==> src/rtl/seg_scan_display.sv <==
// rtl/seg_scan_display.sv - four-digit multiplexed seven-segment scanner showing a synchronised pattern and its change count
module seg_scan_display #(
  parameter int SCAN_DIV  = 50000,
  parameter int BLANK_CYC = 8
) (
  input  logic       clk,
  input  logic       reset,
  input  logic [7:0] data_in,
  output logic [3:0] an,
  output logic [6:0] seg,
  output logic       dp,
  output logic       change_pulse,
  output logic [7:0] change_cnt
);

  localparam int CW = $clog2(SCAN_DIV);
  localparam logic [CW-1:0] SCAN_LAST = CW'(SCAN_DIV - 1);
  localparam logic [CW-1:0] BLANK_END = CW'(BLANK_CYC);

  logic [7:0]    sync1, sync2, sync3;
  logic [7:0]    disp_reg;
  logic [CW-1:0] scan_cnt;
  logic [1:0]    digit_idx;
  logic          accept;
  logic          blank;
  logic [3:0]    digit_val;
  logic [6:0]    digit_seg;

  // sync3 is an extra stage so a value must be seen twice before it is trusted
  assign accept = (sync2 == sync3) && (sync2 != disp_reg);
  assign blank  = scan_cnt < BLANK_END;

  always_ff @(posedge clk) begin
    if (reset) begin
      sync1 <= 8'h00;
      sync2 <= 8'h00;
      sync3 <= 8'h00;
    end else begin
      sync1 <= data_in;
      sync2 <= sync1;
      sync3 <= sync2;
    end
  end

  always_ff @(posedge clk) begin
    if (reset) begin
      disp_reg     <= 8'h00;
      change_cnt   <= 8'h00;
      change_pulse <= 1'b0;
    end else begin
      change_pulse <= accept;
      if (accept) begin
        disp_reg   <= sync2;
        change_cnt <= change_cnt + 8'd1;
      end
    end
  end

  always_ff @(posedge clk) begin
    if (reset) begin
      scan_cnt  <= '0;
      digit_idx <= 2'd0;
    end else if (scan_cnt == SCAN_LAST) begin
      scan_cnt  <= '0;
      digit_idx <= digit_idx + 2'd1;
    end else begin
      scan_cnt <= scan_cnt + 1'b1;
    end
  end

  always_comb begin
    digit_val = disp_reg[3:0];
    case (digit_idx)
      2'd0: digit_val = disp_reg[3:0];
      2'd1: digit_val = disp_reg[7:4];
      2'd2: digit_val = change_cnt[3:0];
      2'd3: digit_val = change_cnt[7:4];
      default: digit_val = disp_reg[3:0];
    endcase
  end

  always_comb begin
    digit_seg = 7'h7F;
    case (digit_val)
      4'h0: digit_seg = 7'h40;
      4'h1: digit_seg = 7'h79;
      4'h2: digit_seg = 7'h24;
      4'h3: digit_seg = 7'h30;
      4'h4: digit_seg = 7'h19;
      4'h5: digit_seg = 7'h12;
      4'h6: digit_seg = 7'h02;
      4'h7: digit_seg = 7'h78;
      4'h8: digit_seg = 7'h00;
      4'h9: digit_seg = 7'h10;
      4'hA: digit_seg = 7'h08;
      4'hB: digit_seg = 7'h03;
      4'hC: digit_seg = 7'h46;
      4'hD: digit_seg = 7'h21;
      4'hE: digit_seg = 7'h06;
      4'hF: digit_seg = 7'h0E;
      default: digit_seg = 7'h7F;
    endcase
  end

  // Segments are dark during blanking so the previous digit cannot ghost onto the new anode
  always_ff @(posedge clk) begin
    if (reset) begin
      an  <= 4'b1111;
      seg <= 7'h7F;
      dp  <= 1'b1;
    end else if (blank) begin
      an  <= 4'b1111;
      seg <= 7'h7F;
      dp  <= 1'b1;
    end else begin
      an  <= ~(4'b0001 << digit_idx);
      seg <= digit_seg;
      dp  <= (digit_idx != 2'd2);
    end
  end

endmodule

==> config.mk <==
export PLATFORM = sky130hd
export DESIGN_NAME = seg_scan_display
export DESIGN_NICKNAME = d
export VERILOG_FILES = /design/src/rtl/seg_scan_display.sv
export SDC_FILE = /design/constraint.sdc
export NUM_CORES = 1
export LEC_CHECK = 0
export BUFFER_PORTS_ARGS = -buffer_cell sky130_fd_sc_hd__buf_4
export CAP_MARGIN = 20
export CORE_MARGIN = 2
export CORE_UTILIZATION = 50
export DETAILED_ROUTE_END_ITERATION = 8
export PLACE_DENSITY_LB_ADDON = 0.12
export SLEW_MARGIN = 25
export SYNTH_ARGS = -nofsm -noshare
export SYNTH_HDL_FRONTEND = slang
export SYNTH_SLANG_ARGS = --single-unit
==> constraint.sdc <==
create_clock -name clk -period 2.45 [get_ports clk]
set_input_delay 0.49 -clock clk [delete_from_list [all_inputs] [get_ports clk]]
set_output_delay 0.49 -clock clk [all_outputs]
set_load 0.005 [all_outputs]
# == Word-level counts from Yosys, hierarchy flattened ==
# Memory sizes are Yosys's and may differ from the RTL's. A register that Yosys moved wholly into a read port is not among the register bits.
# Cells that the tools add are included.
# word_totals
regBits,64
out_inout_bits,21
n_memories,1
rom_bits,112
input_bits,10
elab_cells,29
# classes
n_lt_le_gt_ge,1
muxes,1
bitwise,1
n_eq_ne,7
add_sub_neg,3
reduce_logical,4
shift,1
# mem_list
name,words,word_bits,rd,rd_clocked_by_memory_dff,write_ports,line,rtl
(no name shown),16,7,1,1,0,84,case (digit_val)
# ops
op,n
16-bit by 1-bit adder with 16-bit output (second input constant),1
16-bit == test (second input constant),1
16-bit by 4-bit < comparator with 1-bit output (second input constant),1
4-bit one-hot mux with 4 select lines,1
8-bit by 1-bit adder with 8-bit output (second input constant),1
8-bit == test,1
8-bit inequality test,1
2-bit == test (second input constant),2
4-bit inverter,1
2-bit OR reduction,2
1-bit by 2-bit left shift with 4-bit output (first input constant),1
2-bit by 1-bit adder with 2-bit output (second input constant),1
2-bit by 1-bit == test with 1-bit output (second input constant),1
2-bit logical NOT,1
2-bit inequality test (second input constant),1
1-bit logical AND,1

# == Longest topological paths before layout ==
# logic_depth
ltp_word,2
depth_mapped,11
mapped_depth_nobuf,11

# == Worst setup path before layout ==
# No wires, ideal clock.
# synth_timing
path_kind,register to register
startpoint,register digit_idx[1]
endpoint,register seg[3]
n_path_buf,0
arrival_ns,1.991
t_required_ns,2.301
path_slack_ns,0.310
period_less_slack_ns,2.140
setup_time_ns,0.149
path_stages_with_launch,12
path_cell_list,dfxtp_1 inv_1 ha_1 a222oi_1 nand2_1 o21ai_1 inv_1 ha_1 inv_1 nor2_1 a211oi_1 o21ai_1
# synth_via
elab_chain_cells,2
word_cells_on_any_way,5
cone_classes,3 x eq/ne; 1 x mux; 1 x reduce/logical
# synth_lines
element,line,rtl
"start, declared",23,logic [1:0] digit_idx;
"start signal, assigned",65,digit_idx <= digit_idx + 2'd1;
2-bit == test (tied with other cells),73,case (digit_idx)
4-bit one-hot mux with 4 select lines *,73,
"end, declared",10,"output logic [6:0] seg,"
# Every way passes the cells marked *; elsewhere a longest branch is shown, timed or not.
# A chain may end at the register's enable or synchronous reset.

# == Worst setup path after layout ==
# layout_timing
startpoint,register digit_idx[0]
endpoint,register seg[1]
# Same word-level chain as after synthesis.

==> impl_metrics.ini <==
[floorplan]
die_h_um = 80.9
die_area_mm2 = 0.00655
die_w_um = 80.9
io_pins = 31
initial_core_util_pct = 50.9
fp-row-count = 28
coreArea_mm2 = 0.00582

[placed_design]
gp_congestion = 0.875
dp_hpwl_um = 3610
port_buffers = 30

[run_status]
status = complete, no violations

[cells_and_area]
regArea_mm2 = 0.00140
top_register = scan_cnt
nFillCells = 533
syn_to_final_growth_pct = 18.1
largest_register_ffs = 16
multiInputGateArea_mm2 = 0.00144
drive_above_1_share_pct = 17.4
final_util_pct = 60.1
antenna_cells = 0
final_nets = 363

[grt]
grt_pass1_vias = 1884
grt_overflow = 0
antenna_found_initial = 0
grt_max_degree = 48
grt_use_total_pct = 17.3
grt_pass1_wl_um = 8600

[route]
num_vias = 2185
drt_iter0_markers = 98
vias_per_cell = 5.20
firstDrtPassIters = 5
finalWirelength_um = 5240
wl_per_cell_um = 12.5
antenna_left = 0
drc = 0

[synthesis]
synth_nets = 327
synth.yosys.warnings = 0
synth_area_per_cell_um2 = 9.73
syn-cell-area_mm2 = 0.00296
synthTopCellsByArea = dfxtp_1, xnor2_1, ha_1, nor2b_1, nor2_1
yosysTopAreaCell = dfxtp_1
yosysUniqueCellTypes = 43
ys_seq_area_share_pct = 47.4
ys_seq_elements = 70
synth_top_cell_area_share_pct = 47.4
syn_inst = 304

[cts]
clock_latency_ps = 340
cts_buffers = 9
postCtsSetupBuffers = 0
cts_tree = done
clk_pin_slew_ps = 70
cts_sinks = 70
cts_buffer_depth = 2
post_cts_resized = 0
cts_hold_buf = 0
h-tree-depth = 3
cts_root_buf = clkbuf_8

[timing]
hold_viol_final = 0
min_period_ps = 2230
slew_headroom_pct = 43.9
setup_viol = 0
tns_ps = 0
rsz0062_at_grt = false
holdWs_ps = 351
clock.fmax_ghz = 0.448
fin_skew_ps = 6.28
slew_viol_final = 0
fin_crit_sh_pct = 91.1
worst_pin_slew_ps = 818

[worst_hold_path]
whs_path_depth = 2
hp-class = in -> reg

[critical_path]
cp_max_fo = 11
slowest_stage = mux2i_1
critPathLaunchType = register
cp_slowest_stage_delay_ps = 720
cp_cell_sequence = inv_1 -> ha_1 -> inv_1 -> mux2i_1 -> nor2_1 -> a221o_1
cp.required_ps = 2690
crit_type = reg -> reg
crit_top_cell = inv_1
end_kind = register
rr_worst_depth = 6
cp_data_arrival_time_ps = 2470

[power_and_ir_drop]
p_per_area_mw_per_mm2 = 697
leakagePower_nw = 1.41
total_power_mw = 2.43
peakVddDrop_v = 0.000338

[flow_run]
cap_violations = 0
## worst max-delay path, delay by kind of cell (launching register included)
family | cells | cell delay, ps
flops | 1 | 370
mux | 1 | 720
buf+inv | 2 | 290
simple gates | 1 | 120
compound gates | 1 | 370
fa+ha+maj | 1 | 260
## cells in the mapped netlist (all sizes together)
cell type and instances:
a2111oi 1, a211oi 3, a21bo 1, a21oi 6, a221o 2, a222oi 3, a22o 1, a22oi 2
a31o 3, a41oi 1, and2 2, and3 3, buf 6, clkbuf 5, dfxtp 70, ha 13
inv 14, mux2 2, mux2i 14, nand2 13, nand2b 1, nand3 10, nand3b 1, nand4 8
nor2 41, nor2b 26, nor3 8, nor4 4, o211ai 2, o21ai 3, o221ai 1, o31ai 1
xnor2 19, xor2 14
## cells by family (layout without fill, tap and decap cells)
logic type	Yosys count	in the layout	synth area share [%]
adder cells (fa/ha/maj)	13	13	5.50
multiplexers	16	16	5.50
buffers and inverters	25	66	4.14
XOR/XNOR	33	33	9.77
AO/OA/AOI/OAI	30	30	7.86
AND/OR/NAND/NOR	117	117	19.9
flip-flops	70	70	47.4
## placed cells by master (no fill, tap or decap), drive strengths merged, types with 9 or more instances in the layout
cell     n
dfxtp   70
nor2b   26
nand3   10
inv     14
nor2    41
buf     36
xnor2   19
ha      13
nand2   13
mux2i   14
clkbuf   9
xor2    14
## path summary, 6_finish.rpt
kind	start	end	slack [ps]
max	digit_idx[0]	seg[1]	220
min	data_in[1]	sync1[1]	350
max reg2reg	digit_idx[0]	seg[1]	220
min reg2reg	sync1[0]	sync2[0]	440
## metrics by stage
step / setup WS [ps] / cells / instance area (um2)
global route: 3.01 / 420 / 3490
CTS: 72.8 / 420 / 3490
detailed placement: 120 / 404 / 3250
global placement: 202 / 404 / 3250
finish: 217 / 420 / 3490
floorplan: 310 / 304 / 2960
## power breakdown
group          internal, mW  switching (mW)
registers              1.17          0.0234
logic                0.0733          0.0722
clock network         0.670           0.428
total                  1.91           0.524
## routing by layer
metal	GRT usage, %	vias to the layer above	wire length, um
met3	4.22	14	252
met1	22.3	1010	2520
li1	-	1099	-
met4	12.0	0	150
met2	25.5	62	2320
met5	0	-	0
## area by class of cell
class	count	area share, %
clock buffer	9	3.55
clock inverter	7	3.22
inverter	14	1.50
multi-input combinational	209	41.2
sequential	70	40.1
tap	75	2.69
timing repair buffer	36	7.74
Power figures use the tool's default switching activity.
